==> config.mk <==
export PLATFORM = sky130hd
export DESIGN_NAME = memwb_stage
export DESIGN_NICKNAME = d
export VERILOG_FILES = /design/src/rtl/cpu_pkg.sv /design/src/rtl/bus_master.sv /design/src/rtl/memwb_stage.sv
export SDC_FILE = /design/constraint.sdc
export NUM_CORES = 1
export LEC_CHECK = 0
export ABC_AREA = 1
export CAP_MARGIN = 20
export CORE_MARGIN = 2
export CORE_UTILIZATION = 42
export DETAILED_ROUTE_END_ITERATION = 10
export PLACE_DENSITY = 0.81
export SETUP_SLACK_MARGIN = 0.15
export SLEW_MARGIN = 20
export SYNTH_ARGS = -nofsm -noshare
export SYNTH_HDL_FRONTEND = slang
export SYNTH_SLANG_ARGS = --single-unit
==> constraint.sdc <==
create_clock -name iclk -period 1.9 [get_ports iclk]
set_input_delay 0.285 -clock iclk [delete_from_list [all_inputs] [get_ports iclk]]
set_output_delay 0.285 -clock iclk [all_outputs]
set_load 0.1 [all_outputs]
==> src/rtl/cpu_pkg.sv <==
// rtl/cpu_pkg.sv - shared CPU pipeline types, opcodes and default widths
package cpu_pkg;

    localparam int DefDataW = 16;
    localparam int DefAddrW = 16;

    localparam logic [4:0] Load    = 5'b01010;
    localparam logic [4:0] Store   = 5'b01011;
    localparam logic [4:0] DbLoad  = 5'b01100;
    localparam logic [4:0] DbStore = 5'b01101;

    typedef enum logic [1:0] {
        IDLE     = 2'd0,
        MEM_RD   = 2'd1,
        BUS_WAIT = 2'd2
    } state_t;

endpackage

==> src/rtl/bus_master.sv <==
// rtl/bus_master.sv - data-bus request/ack handshake with timeout and sticky error
module bus_master
    import cpu_pkg::*;
#(
    parameter int DATA_W      = DefDataW,
    parameter int ADDR_W      = DefAddrW,
    parameter int BUS_TIMEOUT = 255
) (
    input  logic              iclk,
    input  logic              irst_n,
    input  logic              start,
    input  logic              startWe,
    input  logic [ADDR_W-1:0] startAddr,
    input  logic [DATA_W-1:0] startWrData,
    output logic              oBusReq,
    output logic              oBusWe,
    output logic [ADDR_W-1:0] oBusAddr,
    output logic [DATA_W-1:0] oBusWrData,
    input  logic              iBusAck,
    input  logic [DATA_W-1:0] iBusRdData,
    output logic              done,
    output logic              timeout,
    output logic [DATA_W-1:0] rdData,
    output logic              oBusErr
);

    localparam int CntW = $clog2(BUS_TIMEOUT + 1);
    localparam logic [CntW-1:0] LastCnt = CntW'(BUS_TIMEOUT - 1);

    logic [CntW-1:0] waitCnt;

    // Ack is only meaningful while a request is outstanding; an ack on the last cycle wins over timeout.
    assign done    = oBusReq & iBusAck;
    assign timeout = oBusReq & ~iBusAck & (waitCnt == LastCnt);
    assign rdData  = iBusRdData;

    always_ff @(posedge iclk or negedge irst_n) begin
        if (!irst_n) begin
            oBusReq    <= 1'b0;
            oBusWe     <= 1'b0;
            oBusAddr   <= '0;
            oBusWrData <= '0;
            oBusErr    <= 1'b0;
            waitCnt    <= '0;
        end else if (start) begin
            oBusReq    <= 1'b1;
            oBusWe     <= startWe;
            oBusAddr   <= startAddr;
            oBusWrData <= startWrData;
            waitCnt    <= '0;
        end else if (done || timeout) begin
            oBusReq <= 1'b0;
            waitCnt <= '0;
            if (timeout) begin
                oBusErr <= 1'b1;
            end
        end else if (oBusReq) begin
            waitCnt <= waitCnt + 1'b1;
        end
    end

endmodule

==> src/rtl/memwb_stage.sv <==
// rtl/memwb_stage.sv - memory/writeback stage: RAM load/store, data-bus ops, register writeback
module memwb_stage
    import cpu_pkg::*;
#(
    parameter int DATA_W      = DefDataW,
    parameter int ADDR_W      = DefAddrW,
    parameter int BUS_TIMEOUT = 255
) (
    input  logic              iclk,
    input  logic              irst_n,
    input  logic              iValid,
    input  logic              iWriteReg,
    input  logic [3:0]        iWriteRegAddr,
    input  logic              iMemRead,
    input  logic              iMemWrite,
    input  logic              iBustoReg,
    input  logic              iBusWrite,
    input  logic [DATA_W-1:0] iALUResult,
    input  logic [DATA_W-1:0] iStoreData,
    output logic [ADDR_W-1:0] oMemAddr,
    output logic [DATA_W-1:0] oMemWrData,
    output logic              oMemWe,
    output logic              oMemRe,
    input  logic [DATA_W-1:0] iMemRdData,
    output logic              oBusReq,
    output logic              oBusWe,
    output logic [ADDR_W-1:0] oBusAddr,
    output logic [DATA_W-1:0] oBusWrData,
    input  logic              iBusAck,
    input  logic [DATA_W-1:0] iBusRdData,
    output logic              oWriteReg,
    output logic              oMemtoReg,
    output logic              oBustoReg,
    output logic [3:0]        oWriteRegAddr,
    output logic [DATA_W-1:0] oWriteRegData,
    output logic              oStall,
    output logic              oBusErr
);

    state_t state, nextState;

    logic              busOp, isBus, isLoad, isStore, isAlu, wrEn;
    logic              busStart, busDone, busTimeout;
    logic [DATA_W-1:0] busRdData;
    logic [3:0]        pendAddr;
    logic              pendRead;

    // Decode priority for illegal multi-bit combinations: bus > load > store > ALU.
    assign busOp   = iBustoReg | iBusWrite;
    assign isBus   = iValid & busOp;
    assign isLoad  = iValid & ~busOp & iMemRead;
    assign isStore = iValid & ~busOp & ~iMemRead & iMemWrite;
    assign isAlu   = iValid & ~busOp & ~iMemRead & ~iMemWrite;
    assign wrEn    = iWriteReg & ~(iMemWrite | iBusWrite);

    assign oMemAddr   = iALUResult[ADDR_W-1:0];
    assign oMemWrData = iStoreData;
    assign oStall     = (state != IDLE) | (iValid & (iMemRead | iBustoReg | iBusWrite));

    always_ff @(posedge iclk or negedge irst_n) begin
        if (!irst_n) begin
            state <= IDLE;
        end else begin
            state <= nextState;
        end
    end

    always_comb begin
        nextState = state;
        oMemWe    = 1'b0;
        oMemRe    = 1'b0;
        busStart  = 1'b0;
        case (state)
            IDLE: begin
                if (isBus) begin
                    busStart  = 1'b1;
                    nextState = BUS_WAIT;
                end else if (isLoad) begin
                    oMemRe    = 1'b1;
                    nextState = MEM_RD;
                end else if (isStore) begin
                    oMemWe = 1'b1;
                end
            end
            MEM_RD:   nextState = IDLE;
            BUS_WAIT: begin
                if (busDone || busTimeout) begin
                    nextState = IDLE;
                end
            end
            default:  nextState = IDLE;
        endcase
    end

    // Strobes are single-cycle pulses; address and data hold their last written value.
    always_ff @(posedge iclk or negedge irst_n) begin
        if (!irst_n) begin
            oWriteReg     <= 1'b0;
            oMemtoReg     <= 1'b0;
            oBustoReg     <= 1'b0;
            oWriteRegAddr <= '0;
            oWriteRegData <= '0;
            pendAddr      <= '0;
            pendRead      <= 1'b0;
        end else begin
            oWriteReg <= 1'b0;
            oMemtoReg <= 1'b0;
            oBustoReg <= 1'b0;
            case (state)
                IDLE: begin
                    if (isBus) begin
                        pendAddr <= iWriteRegAddr;
                        pendRead <= ~iBusWrite;
                    end else if (isLoad) begin
                        pendAddr <= iWriteRegAddr;
                    end else if (isAlu && wrEn) begin
                        oWriteReg     <= 1'b1;
                        oWriteRegAddr <= iWriteRegAddr;
                        oWriteRegData <= iALUResult;
                    end
                end
                MEM_RD: begin
                    oMemtoReg     <= 1'b1;
                    oWriteRegAddr <= pendAddr;
                    oWriteRegData <= iMemRdData;
                end
                BUS_WAIT: begin
                    if (busDone && pendRead) begin
                        oBustoReg     <= 1'b1;
                        oWriteRegAddr <= pendAddr;
                        oWriteRegData <= busRdData;
                    end
                end
                default: ;
            endcase
        end
    end

    bus_master #(
        .DATA_W      (DATA_W),
        .ADDR_W      (ADDR_W),
        .BUS_TIMEOUT (BUS_TIMEOUT)
    ) uBusMaster (
        .iclk        (iclk),
        .irst_n      (irst_n),
        .start       (busStart),
        .startWe     (iBusWrite),
        .startAddr   (iALUResult[ADDR_W-1:0]),
        .startWrData (iStoreData),
        .oBusReq     (oBusReq),
        .oBusWe      (oBusWe),
        .oBusAddr    (oBusAddr),
        .oBusWrData  (oBusWrData),
        .iBusAck     (iBusAck),
        .iBusRdData  (iBusRdData),
        .done        (busDone),
        .timeout     (busTimeout),
        .rdData      (busRdData),
        .oBusErr     (oBusErr)
    );

endmodule

==> metrics.txt, run 1 <==
status=completed; starting DRC count in detailed routing=124; vias in the first global route=3698; I/O Buffers=169; Syn Std Cell Area=0.00365 mm^2; Chip Height=97.3 um; worst slew pin tran=0.580 ns; CTS clk-pin slew, worst paths=0.08 ns; Mean Syn Cell Area=7.81 um^2; Final Hold Vio Count=0; Finished Core Util=67.9%; clock buffer count from CTS=9; worst reg-to-reg path cell count=8; Max clock buf depth=2; synth warn=0; Rel. slew slack=61.3%; H-tree depth=3; Routed wire per std cell=15.1 um; Final Skew=0.0146 ns; first-pass GRT wire length=17800 um; CP arrival=1.45 ns; Final min period=1.74 ns; Skew-Pair Late Insertion Delay=0.35 ns; clk sinks=73; instance count of the mapped netlist=468; TritonCTS clock tree=yes; GRT overflow=0; num ports=170; Netlist cell types=22; Final HPWL DP=8160 um; antenna diode count=0; crit path capture type=output port; Post-Place Cells=701; Tcrit/Tclk final=91.4%; DRT Wirelength=11000 um; fin cells=728; initial antenna violation count=0; final net count=697; Finished Cell Area=0.00584 mm^2; Clock Tree Root=clkbuf_8; unrepaired setup endpoints after global routing=yes; hold-critical path depth=5; Residual DRC=0; CP max FO=3; antenna-violating nets left=0; #FFs+latches synth=73; Via Count=3549; Die Wd=97.3 um; Setup TNS=0 ns; fill count=684; Worst Hold Class=input pin to flop; largest net degree at the start of global routing=44; Pins Over Slew Limit=0; fmax=0.576 GHz; Finish-stage setup viols=0; Data required, critical path=1.62 ns; GR Util All Layers=23.7%; Seq. cell area=0.00183 mm^2; layout cells sized above 1=22.7%; drt first pass iters=4; max-cap violations=0; Synth-to-Final Area Change=59.7%; routability cong.=0.931; CP startpoint kind=input pin; die area=0.00946 mm^2; Mapped Nets=550; Setup CP Type=input pin to output port; number of cell rows=34; post-synthesis sequential area ratio=50.0%; Multi-input gate area=0.00144 mm^2; Starting Density=42.5%; vias per inst=4.88; dpl cell area=0.00552 mm^2; Core Area=0.00859 mm^2
-- synth_stat cells, drive strengths merged --
cell type    n  area [um^2]
o21ai        5         25.0
and3         1         6.26
a21oi        5         25.0
o21a         1         7.51
inv         19         71.3
nor3b        1         7.51
dfrtp       73         1830
nor2b        1         13.8
buf         51          353
nor2        42          158
nand3       28          140
a31oi       16          100
nand2      207          777
xor2         5         43.8
clkinv       1         3.75
ha           5         62.6
nor3         1         5.00
nand4        1         6.26
clkbuf       4         15.0
o21bai       1         7.51
-- area by class of cell --
cell class / instances / area share [%]
sequential: 73 / 31.3
multi-input combinational: 320 / 24.6
clock inverter: 6 / 1.57
timing repair buffer: 191 / 36.7
clock buffer: 10 / 2.19
tap: 108 / 2.32
inverter: 20 / 1.29
-- layer usage --
| layer | GRT usage, % | routed length (um) | share of wire (%) | vias to the layer above |
|---|---|---|---|---|
| li1 | - | - | - | 1719 |
| met1 | 26.3 | 4300 | 39 | 1664 |
| met2 | 43.0 | 5680 | 52 | 148 |
| met3 | 5.32 | 769 | 7.0 | 18 |
| met4 | 10.9 | 274 | 2.5 | 0 |
| met5 | 0 | 0 | 0 | - |
-- state kept, by name, summed over array words and instances, names as in the netlist, 2 cells and up --
signal and cells:
uBusMaster.waitCnt 8, uBusMaster.oBusWrData 16, state 2, oWriteRegData 16
pendAddr 4, uBusMaster.oBusAddr 16, oWriteRegAddr 4
-- per-stage QoR --
step           setup WS [ns]  hold WS [ns]
6_report               0.163         0.439
4_1_cts                0.129         0.480
3_5_place_dp          0.0163         0.318
5_1_grt               0.0493         0.464
2_1_floorplan          0.110       -0.0106
3_3_place_gp          0.0882         0.310
-- path summary, 6_finish.rpt --
path                                   from                        end  slack (ns)
max in group asynchronous            irst_n           oWriteRegData[8]        0.83
hold / removal                       iValid                  oWriteReg        0.44
setup / recovery                  iBusWrite                     oStall        0.16
min in group asynchronous            irst_n  uBusMaster.oBusWrData[13]        0.48
setup reg to reg                   state[0]     uBusMaster.oBusAddr[6]        0.22
hold reg to reg            oWriteRegData[7]           oWriteRegData[7]        0.48
-- cells by family (layout without fill, tap and decap cells) --
group,Yosys count,after routing,synth area share [%]
compound gates,28,28,4.52
xor+xnor,5,5,1.20
fa+ha+maj,5,5,1.71
buf+inv,75,227,12.1
flops,73,73,50.0
simple gates,282,282,30.5
-- placed cells by master (no fill, tap or decap), drive strengths merged, types with 2 or more instances in the layout --
cell           count
clkdlybuf4s50     73
clkbuf            10
xor2               5
dfrtp             73
clkinv             4
a31oi             16
nor2              42
ha                 5
nand2            207
dlymetal6s2s       2
buf              115
nand3             28
o21ai              5
a21oi              5
bufinv             2
inv               20
-- what timing repair did --
action | CTS | global route
pin swaps | 2 | 3
endpoints found under the hold margin | 42 | 0
endpoints found under the setup margin | 2 | 5
buffers inserted | 2 | 8
gates cloned | 0 | 0
hold buffers | 1 | 0
gates resized for setup | 1 | 4
-- worst max-delay path, stage by stage --
cell             delay, ns
clkdlybuf4s50_1       0.42
inv_1                 0.08
nand2_1               0.09
buf_4                 0.16
o21ai_2               0.11
nand2_1               0.11
buf_12                0.19
Power of run 1 is left out: the tool's default activity adds up to more than one toggle a clock period on the data nets, which glitch-free logic cannot reach.
==> run 2, diff against run 1 <==
- CTS_CLUSTER_DIAMETER: not set -> 80
==> results of run 2 <==
Final layout, timing and power as in run 1 (identical DEF).
Power of run 2 is left out for the same reason.
==> run 3, diff against run 2 <==
- CORE_MARGIN: 2 -> not set
==> run 3 against run 2 <==
- critical path depth decreased by 2
- global-route usage up 0.48 points
- flip-flop and latch count is the same
- critical path type is now flop to output port
==> metrics.txt, run 3 (same netlist as run 1, synthesis figures left out) <==
Multi-input gate area=0.00143 mm^2 (-0.26%); Routed wire per std cell=14.7 um (-3.0%); worst slew pin tran=0.457 ns (-0.123 ns); largest net degree at the start of global routing=41 (-6.8%); antenna diode count=0 (unchanged); Chip Height=95.3 um (-2.1%); worst-path cell chain=inv_2 > ha_4 > nand3_4 > nor2_4 > buf_12; clock buffer count from CTS=9 (unchanged); worst stage delay on the critical path=0.41 ns (about the same); layout cells sized above 1=22.1% (-0.63 points); clk sinks=73 (unchanged); unrepaired setup endpoints after global routing=yes; Core Area=0.00830 mm^2 (-3.4%); GRT overflow=0 (unchanged); initial antenna violation count=0 (unchanged); CP startpoint kind=flop; I/O Buffers=169 (unchanged); Top Registers=oWriteRegData (16), uBusMaster.oBusAddr (16), uBusMaster.oBusWrData (16); TritonCTS clock tree=yes; Max clock buf depth=2 (unchanged); CTS clk-pin slew, worst paths=0.08 ns (about the same); Final Skew=0.00776 ns (-0.00682 ns); Skew-Pair Late Insertion Delay=0.34 ns (about the same); first-pass GRT wire length=16500 um (-7.4%); commonest non-fill, non-tap cell in the layout=nand2_1; Residual DRC=0 (unchanged); antenna-violating nets left=0 (unchanged); drt first pass iters=4 (unchanged); Setup TNS=0 ns (unchanged); Finish-stage setup viols=0 (unchanged); Finished Core Util=69.4% (+1.5 points); crit-path leading delay family=flip-flops; Final Hold Vio Count=0 (unchanged); Seq. cell area=0.00183 mm^2 (unchanged); fmax=0.586 GHz (+1.8%); Worst Hold Class=input pin to async pin; Die Wd=95.3 um (-2.1%); Via Count=3555 (+0.17%); final net count=692 (-0.72%); max-cap violations=0 (unchanged); DRT Wirelength=10600 um (-4.1%); Synth-to-Final Area Change=57.7%; Rel. slew slack=69.5% (+8.2 points); routability cong.=0.903 (-3.0%); Final HPWL DP=8120 um (-0.50%); num ports=170 (unchanged); vias in the first global route=3431 (-7.2%); Tcrit/Tclk final=89.8% (-1.6 points); Starting Density=44.0% (+1.5 points); Data required, critical path=1.62 ns (about the same); H-tree depth=3 (unchanged); commonest cells after routing, fill and taps aside=nand2_1 (206), clkdlybuf4s50_1 (73), dfrtp_1 (72), buf_4 (70), buf_12 (40); Pins Over Slew Limit=0 (unchanged); crit path capture type=output port; status=completed; Setup CP Type=flop to output port; Clock Tree Root=clkbuf_8; GR Util All Layers=24.2% (+0.48 points); number of cell rows=33 (-2.9%); worst path bufs/invs=2 (-2); starting DRC count in detailed routing=145 (+17%); die area=0.00908 mm^2 (-4.1%); CP arrival=1.42 ns (-0.03 ns); Worst path slowest cell=dfrtp_1; fill count=656 (-4.1%); CP max FO=6 (+3); vias per inst=4.94 (+1.3%); Final min period=1.71 ns (-0.0303 ns)
run 3: timing repair:
item | 4_1_cts | 5_1_grt
setup buffers | 1 | 4
endpoints found under the setup margin | 2 | 3
gates resized for setup | 2 | 2
pin swaps | 1 | 0
cloned | 0 | 0
hold endpoints to repair | 33 | 0
hold buffers | 1 | 0
run 3: final cells by class:
type	instances	share of cell area, %
Sequential cell	73	31.7
Tap cell	105	2.28
Timing Repair Buffer	186	36.3
Clock buffer	11	2.45
Inverter	20	1.30
Multi-Input combinational cell	320	24.9
Clock inverter	5	1.09
run 3: layer usage:
| metal | track usage [%] | wire [um] |
|---|---|---|
| met4 | 12.6 | 371 |
| met2 | 43.0 | 5320 |
| met3 | 5.90 | 1020 |
| met5 | 0 | 0 |
| met1 | 26.4 | 3850 |
run 3: path summary, 6_finish.rpt:
kind / from / to / slack, ns / cells past startpoint
setup / recovery: state[1] / oMemRe / 0.19 / 5
max in group asynchronous: irst_n / pendAddr[3] / 0.87 / 3
setup reg to reg: state[1] / oWriteRegData[15] / 0.31 / 10
min in group iclk: iValid / oWriteReg / 0.45 / 5
hold / removal: irst_n / uBusMaster.oBusWrData[1] / 0.44 / 2
hold reg to reg: oWriteRegAddr[3] / oWriteRegAddr[3] / 0.48 / 2
run 3: per-stage QoR:
step | cell area, um^2 | std cells | hold slack (ns) | setup WS, ns
after global routing | 5760 | 720 | 0.484 | 0.138
after global placement | 5500 | 698 | 0.264 | 0.0718
after CTS | 5730 | 716 | 0.449 | 0.153
final | 5760 | 720 | 0.439 | 0.193
after detailed placement | 5500 | 698 | 0.268 | -0.0306
after floorplan | 3700 | 468 | -0.0106 | 0.110
Power of run 3 is left out for the same reason.
